File: src/rtl/decode_ctrl_pkg.sv
// Shared types, opcode constants, FSM state encodings and the opcode classifier
// used by the decode controller and its immediate generator.
package decode_ctrl_pkg;

    typedef logic [31:0] u32;
    typedef logic [63:0] u64;

    typedef enum logic {
        NoGen = 1'b0,
        Gen   = 1'b1
    } ImmGenType;

    localparam logic [6:0] OP_IMM   = 7'b0010011;
    localparam logic [6:0] OP_IMM32 = 7'b0011011;
    localparam logic [6:0] OP_LOAD  = 7'b0000011;
    localparam logic [6:0] OP_JALR  = 7'b1100111;

    localparam logic [1:0] ST_EMPTY = 2'd0;
    localparam logic [1:0] ST_ONE   = 2'd1;
    localparam logic [1:0] ST_FULL  = 2'd2;

    // Only I-format opcodes produce an immediate; everything else, illegal included, is NoGen.
    function automatic ImmGenType classify_opcode(input logic [6:0] opcode);
        ImmGenType kind;
        case (opcode)
            OP_IMM, OP_IMM32, OP_LOAD, OP_JALR: kind = Gen;
            default:                            kind = NoGen;
        endcase
        return kind;
    endfunction

endpackage

File: src/rtl/decode_ctrl_imm_gen.sv
// Sign-extends the I-format immediate of the instruction at the decode FIFO head.
import decode_ctrl_pkg::*;

module imm_gen (
    input  u32        instr,
    input  ImmGenType imm_type,
    output u64        imm
);

    logic unused_low_bits;
    assign unused_low_bits = ^instr[19:0];

    always_comb begin
        imm = '0;
        if (imm_type == Gen) begin
            imm = {{52{instr[31]}}, instr[31:20]};
        end
    end

endmodule

File: src/rtl/decode_ctrl.sv
// Two-entry decode buffer between fetch and execute; classifies each instruction
// at push time and presents the head with its sign-extended immediate.
import decode_ctrl_pkg::*;

module decode_ctrl (
    input  logic      clk,
    input  logic      reset,
    input  logic      if_valid,
    output logic      if_ready,
    input  u32        if_instr,
    input  u64        if_pc,
    input  logic      flush,
    output logic      ex_valid,
    input  logic      ex_ready,
    output u32        ex_instr,
    output u64        ex_pc,
    output ImmGenType ex_imm_type,
    output u64        ex_imm
);

    logic [1:0] state;
    logic [1:0] state_next;
    logic       head;
    logic       tail;
    u32         instr_q [2];
    u64         pc_q [2];
    ImmGenType  type_q [2];

    logic push;
    logic pop;

    // Handshakes depend only on registered state, so if_ready never sees ex_ready.
    assign if_ready = (state != ST_FULL);
    assign ex_valid = (state != ST_EMPTY);
    assign push     = if_valid && if_ready;
    assign pop      = ex_valid && ex_ready;

    // Stale slots stay in storage after a pop or flush, so the head is masked when empty.
    always_comb begin
        ex_instr    = '0;
        ex_pc       = '0;
        ex_imm_type = NoGen;
        if (ex_valid) begin
            ex_instr    = instr_q[head];
            ex_pc       = pc_q[head];
            ex_imm_type = type_q[head];
        end
    end

    imm_gen u_imm_gen (
        .instr    (ex_instr),
        .imm_type (ex_imm_type),
        .imm      (ex_imm)
    );

    always_comb begin
        state_next = state;
        case (state)
            ST_EMPTY: if (push) state_next = ST_ONE;
            ST_ONE: begin
                if (push && !pop)      state_next = ST_FULL;
                else if (pop && !push) state_next = ST_EMPTY;
            end
            ST_FULL:  if (pop) state_next = ST_ONE;
            default:  state_next = ST_EMPTY;
        endcase
    end

    always_ff @(posedge clk) begin
        if (!reset) begin
            state <= ST_EMPTY;
            head  <= 1'b0;
            tail  <= 1'b0;
            for (int i = 0; i < 2; i++) begin
                instr_q[i] <= '0;
                pc_q[i]    <= '0;
                type_q[i]  <= NoGen;
            end
        end else if (flush) begin
            state <= ST_EMPTY;
            head  <= 1'b0;
            tail  <= 1'b0;
        end else begin
            state <= state_next;
            if (push) begin
                instr_q[tail] <= if_instr;
                pc_q[tail]    <= if_pc;
                type_q[tail]  <= classify_opcode(if_instr[6:0]);
                tail          <= ~tail;
            end
            if (pop) begin
                head <= ~head;
            end
        end
    end

endmodule

File: config.mk
export PLATFORM = sky130hd
export DESIGN_NAME = decode_ctrl
export DESIGN_NICKNAME = d
export VERILOG_FILES = /design/src/rtl/decode_ctrl_pkg.sv /design/src/rtl/decode_ctrl_imm_gen.sv /design/src/rtl/decode_ctrl.sv
export SDC_FILE = /design/constraint.sdc
export NUM_CORES = 1
export LEC_CHECK = 0
export CAP_MARGIN = 20
export CORE_MARGIN = 5
export CORE_UTILIZATION = 52
export DETAILED_ROUTE_END_ITERATION = 10
export HOLD_SLACK_MARGIN = 0.06
export PLACE_DENSITY = 0.86
export SETUP_SLACK_MARGIN = 0.3
export SYNTH_ARGS = -nofsm -noshare
export SYNTH_HDL_FRONTEND = slang
export SYNTH_SLANG_ARGS = --single-unit
File: constraint.sdc
create_clock -name clk -period 12.1 [get_ports clk]
set_input_delay 2.42 -clock clk [delete_from_list [all_inputs] [get_ports clk]]
set_output_delay 2.42 -clock clk [all_outputs]
set_load 0.03 [all_outputs]
==> results of run 1 <==
-- flip-flops by register name (all words and copies together), names as in the netlist, named ones only --
register / cells
tail: 1
instr_q: 64
state: 2
type_q: 2
pc_q: 128
head: 1
-- per-layer routing --
layer	share of wire [%]	up-vias	GRT usage, %
li1	-	2825	-
met1	38	2735	22.0
met2	52	206	35.1
met3	7.2	46	4.89
met4	2.9	4	8.84
met5	0.15	-	0
-- path summary, 6_finish.rpt --
check / slack (ns) / endpoint / from
worst min-delay path: 0.47 / type_q[1]$_DFF_P_ / type_q[1]$_DFF_P_
worst max register to register: 8.73 / instr_q[0][16]$_SDFFCE_PN0P_ / state[1]$_SDFFE_PP0P_
worst min register to register: 0.47 / type_q[1]$_DFF_P_ / type_q[1]$_DFF_P_
worst max-delay path: 6.45 / instr_q[0][16]$_SDFFCE_PN0P_ / reset
-- cell usage in the layout, fill, tap and decap left out --
master,count
a2bb2oi_1,1
clkbuf_1,2
a21oi_1,1
nor3_2,1
nand3b_1,1
nor3_1,12
and4b_1,1
buf_4,9
nand2b_1,2
mux2_2,1
and2_1,192
nand2_1,3
nand2b_4,2
mux2i_1,99
dfxtp_4,1
clkinv_2,2
inv_1,5
bufinv_16,2
o21ai_0,2
clkbuf_16,17
ha_1,1
nor2b_2,1
xor2_1,1
edfxtp_1,192
o22a_1,1
clkbuf_8,2
nor2_4,1
clkdlybuf4s50_1,263
o2111ai_1,1
inv_6,2
nor4_4,2
nand3_1,1
clkinvlp_4,5
nor2_1,101
dfxtp_1,6
-- where the power goes --
group,internal [mW],switching [mW]
logic,0.0636,0.0747
clock network,0.316,0.243
registers,0.790,0.0102
-- kinds of logic (layout without fill, tap and decap cells) --
kind of cell | after synthesis | count (layout) | synth area share, %
DFF | 199 | 199 | 63.1
and+or+nand+nor | 320 | 320 | 18.8
AOI/OAI and AO/OA | 6 | 6 | 0.441
muxes | 100 | 100 | 10.7
xor gates and xnor gates | 1 | 1 | 0.0935
adders and majority gates | 1 | 1 | 0.134
buffers and inverters | 100 | 309 | 6.77
-- metrics by stage --
stage	setup slack [ns]	std cells	util, %	hold WS, ns	cell area [µm²]
2_1_floorplan	4.94	727	-	0.431	9360
3_3_place_gp	6.01	1133	66.0	0.450	11800
3_5_place_dp	5.93	1133	66.0	0.454	11800
4_1_cts	6.35	1165	69.2	0.465	12400
5_1_grt	6.21	1165	69.2	0.492	12400
6_report	6.45	1165	69.2	0.469	12400
-- final cells by class --
type,instances,share of cell area (%)
clock inverter,11,1.01
inverter,5,0.152
sequential,199,47.8
multi-input combinational,428,23.1
clock buffer,21,3.73
tap,229,2.32
timing repair buffer,272,21.9
-- critical path, stage by stage --
cell and delay, ns:
clkdlybuf4s50_1 0.64, nand2b_1 0.29, nor4_4 0.21, buf_4 0.69
nand2b_4 0.57, buf_4 0.79
==> flow_summary.yaml, run 1 <==
outcome:
  status: "finished clean"
clock_network:
  cts_hold_buf: 0
  clock-root-buffer: "clkbuf_16"
  insertion_delay_ns: 0.43
  clockBufferDepth: 2
  cts_sinks: 199
  post_cts.repair.setup_buffers: 0
  numCtsBuffers: 17
  cts_tree: "yes"
  path_clk_slew_ns: 0.07
  ctsHtreeMaxLevel: 4
  cts_resized: 0
route:
  vias_per_cell: 4.99
  wl_per_cell_um: 17.7
  drt_iter0_markers: 311
  vias: 5816
  drc_errors: 0
  drt-total-wl_um: 20700
  drtAntennaViolNets: 0
  firstDrtPassIters: 4
layout:
  antennaDiodeCount: 0
  layout-drive-gt1-share_pct: 5.13
  area_delta_synth_final_pct: 31.9
  regArea_um2: 5910
  multi_input_area_um2: 2850
  nNetsFinal: 1025
  nFillCells: 1279
sta:
  hold_violations: 0
  min_period_ns: 5.65
  slew_headroom_pct: 38.4
  slew_violations: 0
  clock_skew_ns: 0.0157
  clock.fmax_mhz: 177
  period_share_pct: 46.7
  rsz0062_at_grt: "false"
  setup_viol: 0
  max_slew.worst_pin.slew_ns: 0.925
  tns_ns: 0
floorplan:
  io-pin-count: 264
  dieArea_um2: 20800
  start_util_pct: 52.5
  rows: 49
  die_y_um: 144
  design.core.area_um2: 17800
  die_x_um: 144
logic_synthesis:
  yosys-top-cells-area: "edfxtp_1, and2_1, mux2i_1"
  postSynth.asyncResetShare_pct: 0
  synth_area_per_cell_um2: 12.9
  seq_area_frac_synth_pct: 63.1
  synth.net_count: 829
  synth_edf_count: 192
  synth_cell_types: 26
  yosys_most_used_dff: "edfxtp_1"
  synth-seq-cells: 199
  syn_area_um2: 9360
  yosys.area.top_type: "edfxtp_1"
  synth_commonest_cells: "and2_1, edfxtp_1, nor2_1"
  yosysWarnings: 0
  synth_top_area_share_pct: 61.6
  synthCells: 727
placed_design:
  gp_congestion: 0.849
  hpwl_um: 13900
  port_buffers: 263
min_path:
  hp-class: "reg2reg"
  holdPathStages: 2
setup_path:
  arrival_ns: 5.70
  crit_type: "in2reg"
  ff2ff_path_depth: 5
  critPathLaunchType: "input port"
  required_ns: 12.15
  end_kind: "flip-flop"
  critPathMaxFanout: 98
global_route:
  antenna_found_initial: 2
  grt_max_degree: 99
  grt_first_pass_wirelength_um: 30800
  grt_overflow: 0
  grt.total_usage_pct: 19.6
  grt_pass1_vias: 5935
pwr:
  pwr_density_cell_nw_per_um2: 121
  leakage_nw: 4.27
  total_power_mw: 1.50
  ir_drop_v: 0.0000919
job:
  drv_cap: 0
Note: power is estimated with default switching activity, not from simulation.
==> run 2, diff against run 1 <==
--- a/config.mk
+++ b/config.mk
@@ -7,10 +7,10 @@
 export LEC_CHECK = 0
 export CAP_MARGIN = 20
 export CORE_MARGIN = 5
-export CORE_UTILIZATION = 52
+export CORE_UTILIZATION = 44
 export DETAILED_ROUTE_END_ITERATION = 10
 export HOLD_SLACK_MARGIN = 0.06
-export PLACE_DENSITY = 0.86
+export PLACE_DENSITY = 0.77
 export SETUP_SLACK_MARGIN = 0.3
 export SYNTH_ARGS = -nofsm -noshare
 export SYNTH_HDL_FRONTEND = slang
==> constraint.sdc (replaced) <==
create_clock -name clk -period 4.75 [get_ports clk]
set_input_delay 0.95 -clock clk [delete_from_list [all_inputs] [get_ports clk]]
set_output_delay 0.95 -clock clk [all_outputs]
set_load 0.03 [all_outputs]
==> flow_summary.yaml, run 2 (same netlist as run 1, synthesis figures left out) <==
route:
  drtAntennaViolNets: 0
  drc_errors: 0
  drt-total-wl_um: 20700
  firstDrtPassIters: 4
  wl_per_cell_um: 17.0
  drt_iter0_markers: 348
  vias_per_cell: 4.87
  vias: 5898
floorplan:
  design.core.area_um2: 21000
  io-pin-count: 264
  die_y_um: 156
  rows: 53
  start_util_pct: 44.5
  dieArea_um2: 24300
  die_x_um: 156
pwr:
  leakage_nw: 4.29
  pwr_density_cell_nw_per_um2: 302
  ir_drop_v: 0.000233
layout:
  layout-drive-gt1-share_pct: 5.23
  nNetsFinal: 1027
  fin_area_um2: 12400
  mostFrequentLayoutCells: "clkdlybuf4s50_1, and2_1, edfxtp_1"
  regArea_um2: 5910
  largest_reg_flops: 128
  reg.largest.list: "pc_q: 128 flops, instr_q: 64 flops"
  antennaDiodeCount: 0
  layout.cells.non_filler: 1212
  nFillCells: 1657
  multi_input_area_um2: 2860
  top_register: "pc_q"
  area_delta_synth_final_pct: 32.9
  layout_commonest_cell: "clkdlybuf4s50_1"
placed_design:
  place_inst: 1181
  port_buffers: 263
  post_dp_cell_area_um2: 11900
  hpwl_um: 13300
  dp_slack_ns: 1.26
  gp_congestion: 0.753
setup_path:
  required_ns: 3.80
  critPathLaunchType: "flip-flop"
  end_kind: "primary output"
  rr_endpoint: "pc_q[1][8]$_SDFFCE_PN0P_"
  crit_type: "reg2out"
  arrival_ns: 2.86
  ff2ff_path_depth: 4
  reg2reg_from: "state[0]$_SDFFE_PP0P_"
  r2r_slack_ns: 2.56
  critPathMaxFanout: 53
global_route:
  use_met1_pct: 20.8
  grt_first_pass_wirelength_um: 31800
  grt-busiest-layer: "met2"
  grt_overflow: 0
  grt.met2_usage_pct: 28.9
  grt_max_degree: 109
  grt_pass1_vias: 5917
  grt.total_usage_pct: 16.8
  antenna_found_initial: 2
  grt_use_met3_pct: 4.77
sta:
  clock.fmax_mhz: 263
  hold_violations: 0
  tns_ns: 0
  slew_violations: 0
  min_period_ns: 3.81
  layout_setup_ws_ns: 0.942
  slew_headroom_pct: 39.5
  period_share_pct: 80.2
  rsz0062_at_grt: "false"
  holdWs_ns: 0.465
  clock_skew_ns: 0.00867
  setup_viol: 0
  max_slew.worst_pin.slew_ns: 0.908
clock_network:
  insertion_delay_ns: 0.43
  numCtsBuffers: 17
  cts_hold_buf: 0
  clockBufferDepth: 2
  path_clk_slew_ns: 0.07
  clock-root-buffer: "clkbuf_16"
  cts_resized: 0
  post_cts.repair.setup_buffers: 0
  cts_tree: "yes"
  cts_sinks: 199
  ctsHtreeMaxLevel: 4
outcome:
  status: "finished clean"
min_path:
  holdPathStages: 2
  min_to: "type_q[1]$_DFF_P_"
  hp-class: "reg2reg"
  worstHoldStart: "type_q[1]$_DFF_P_"
job:
  drv_cap: 0
-- run 2: report_power, final --
group          internal [mW]  leakage (nW)  switching [mW]  total [mW]
combinational          0.167          1.98           0.190       0.357
sequential              2.01          2.05          0.0240        2.03
clock                  0.729         0.260           0.643        1.37
-- run 2: worst max path at each step --
stage / cells past startpoint / end / slack (ns)
3_5_place_dp: 5 / pc_q[1][11]$_SDFFCE_PN0P_ / 1.26
4_1_cts: 5 / ex_imm[38] / 0.85
5_1_grt: 5 / ex_imm[19] / 0.70
6_report: 5 / ex_imm[38] / 0.94
2_1_floorplan: 5 / ex_imm[12] / 0.59
3_3_place_gp: 5 / pc_q[1][11]$_SDFFCE_PN0P_ / 1.35
-- run 2: cell type report --
| class | instances | area share, % |
|---|---|---|
| Sequential cell | 199 | 47.5 |
| Inverter | 5 | 0.151 |
| Timing Repair Buffer | 274 | 22.2 |
| Clock buffer | 18 | 3.45 |
| Clock inverter | 13 | 0.985 |
| Multi-Input combinational cell | 428 | 23.0 |
| Tap cell | 275 | 2.76 |
-- run 2: through the flow --
stage | utilization [%] | total power, mW
2_1_floorplan | - | 2.25
3_3_place_gp | 56.6 | 2.43
3_5_place_dp | 56.6 | 2.44
4_1_cts | 59.2 | 3.79
5_1_grt | 59.2 | 3.89
6_report | 59.2 | 3.76
-- run 2: routing by layer --
metal | vias up | routed length [µm]
li1 | 2837 | -
met1 | 2836 | 8250
met2 | 198 | 10500
met3 | 23 | 1520
met4 | 4 | 361
met5 | - | 19
-- run 2: critical path, cell delays in order (launching register included) --
cell             delay (ns)
dfxtp_4                0.64
mux2_2                 0.24
nand2_1                0.19
nor3_4                 0.20
buf_4                  0.38
clkdlybuf4s50_1        0.75
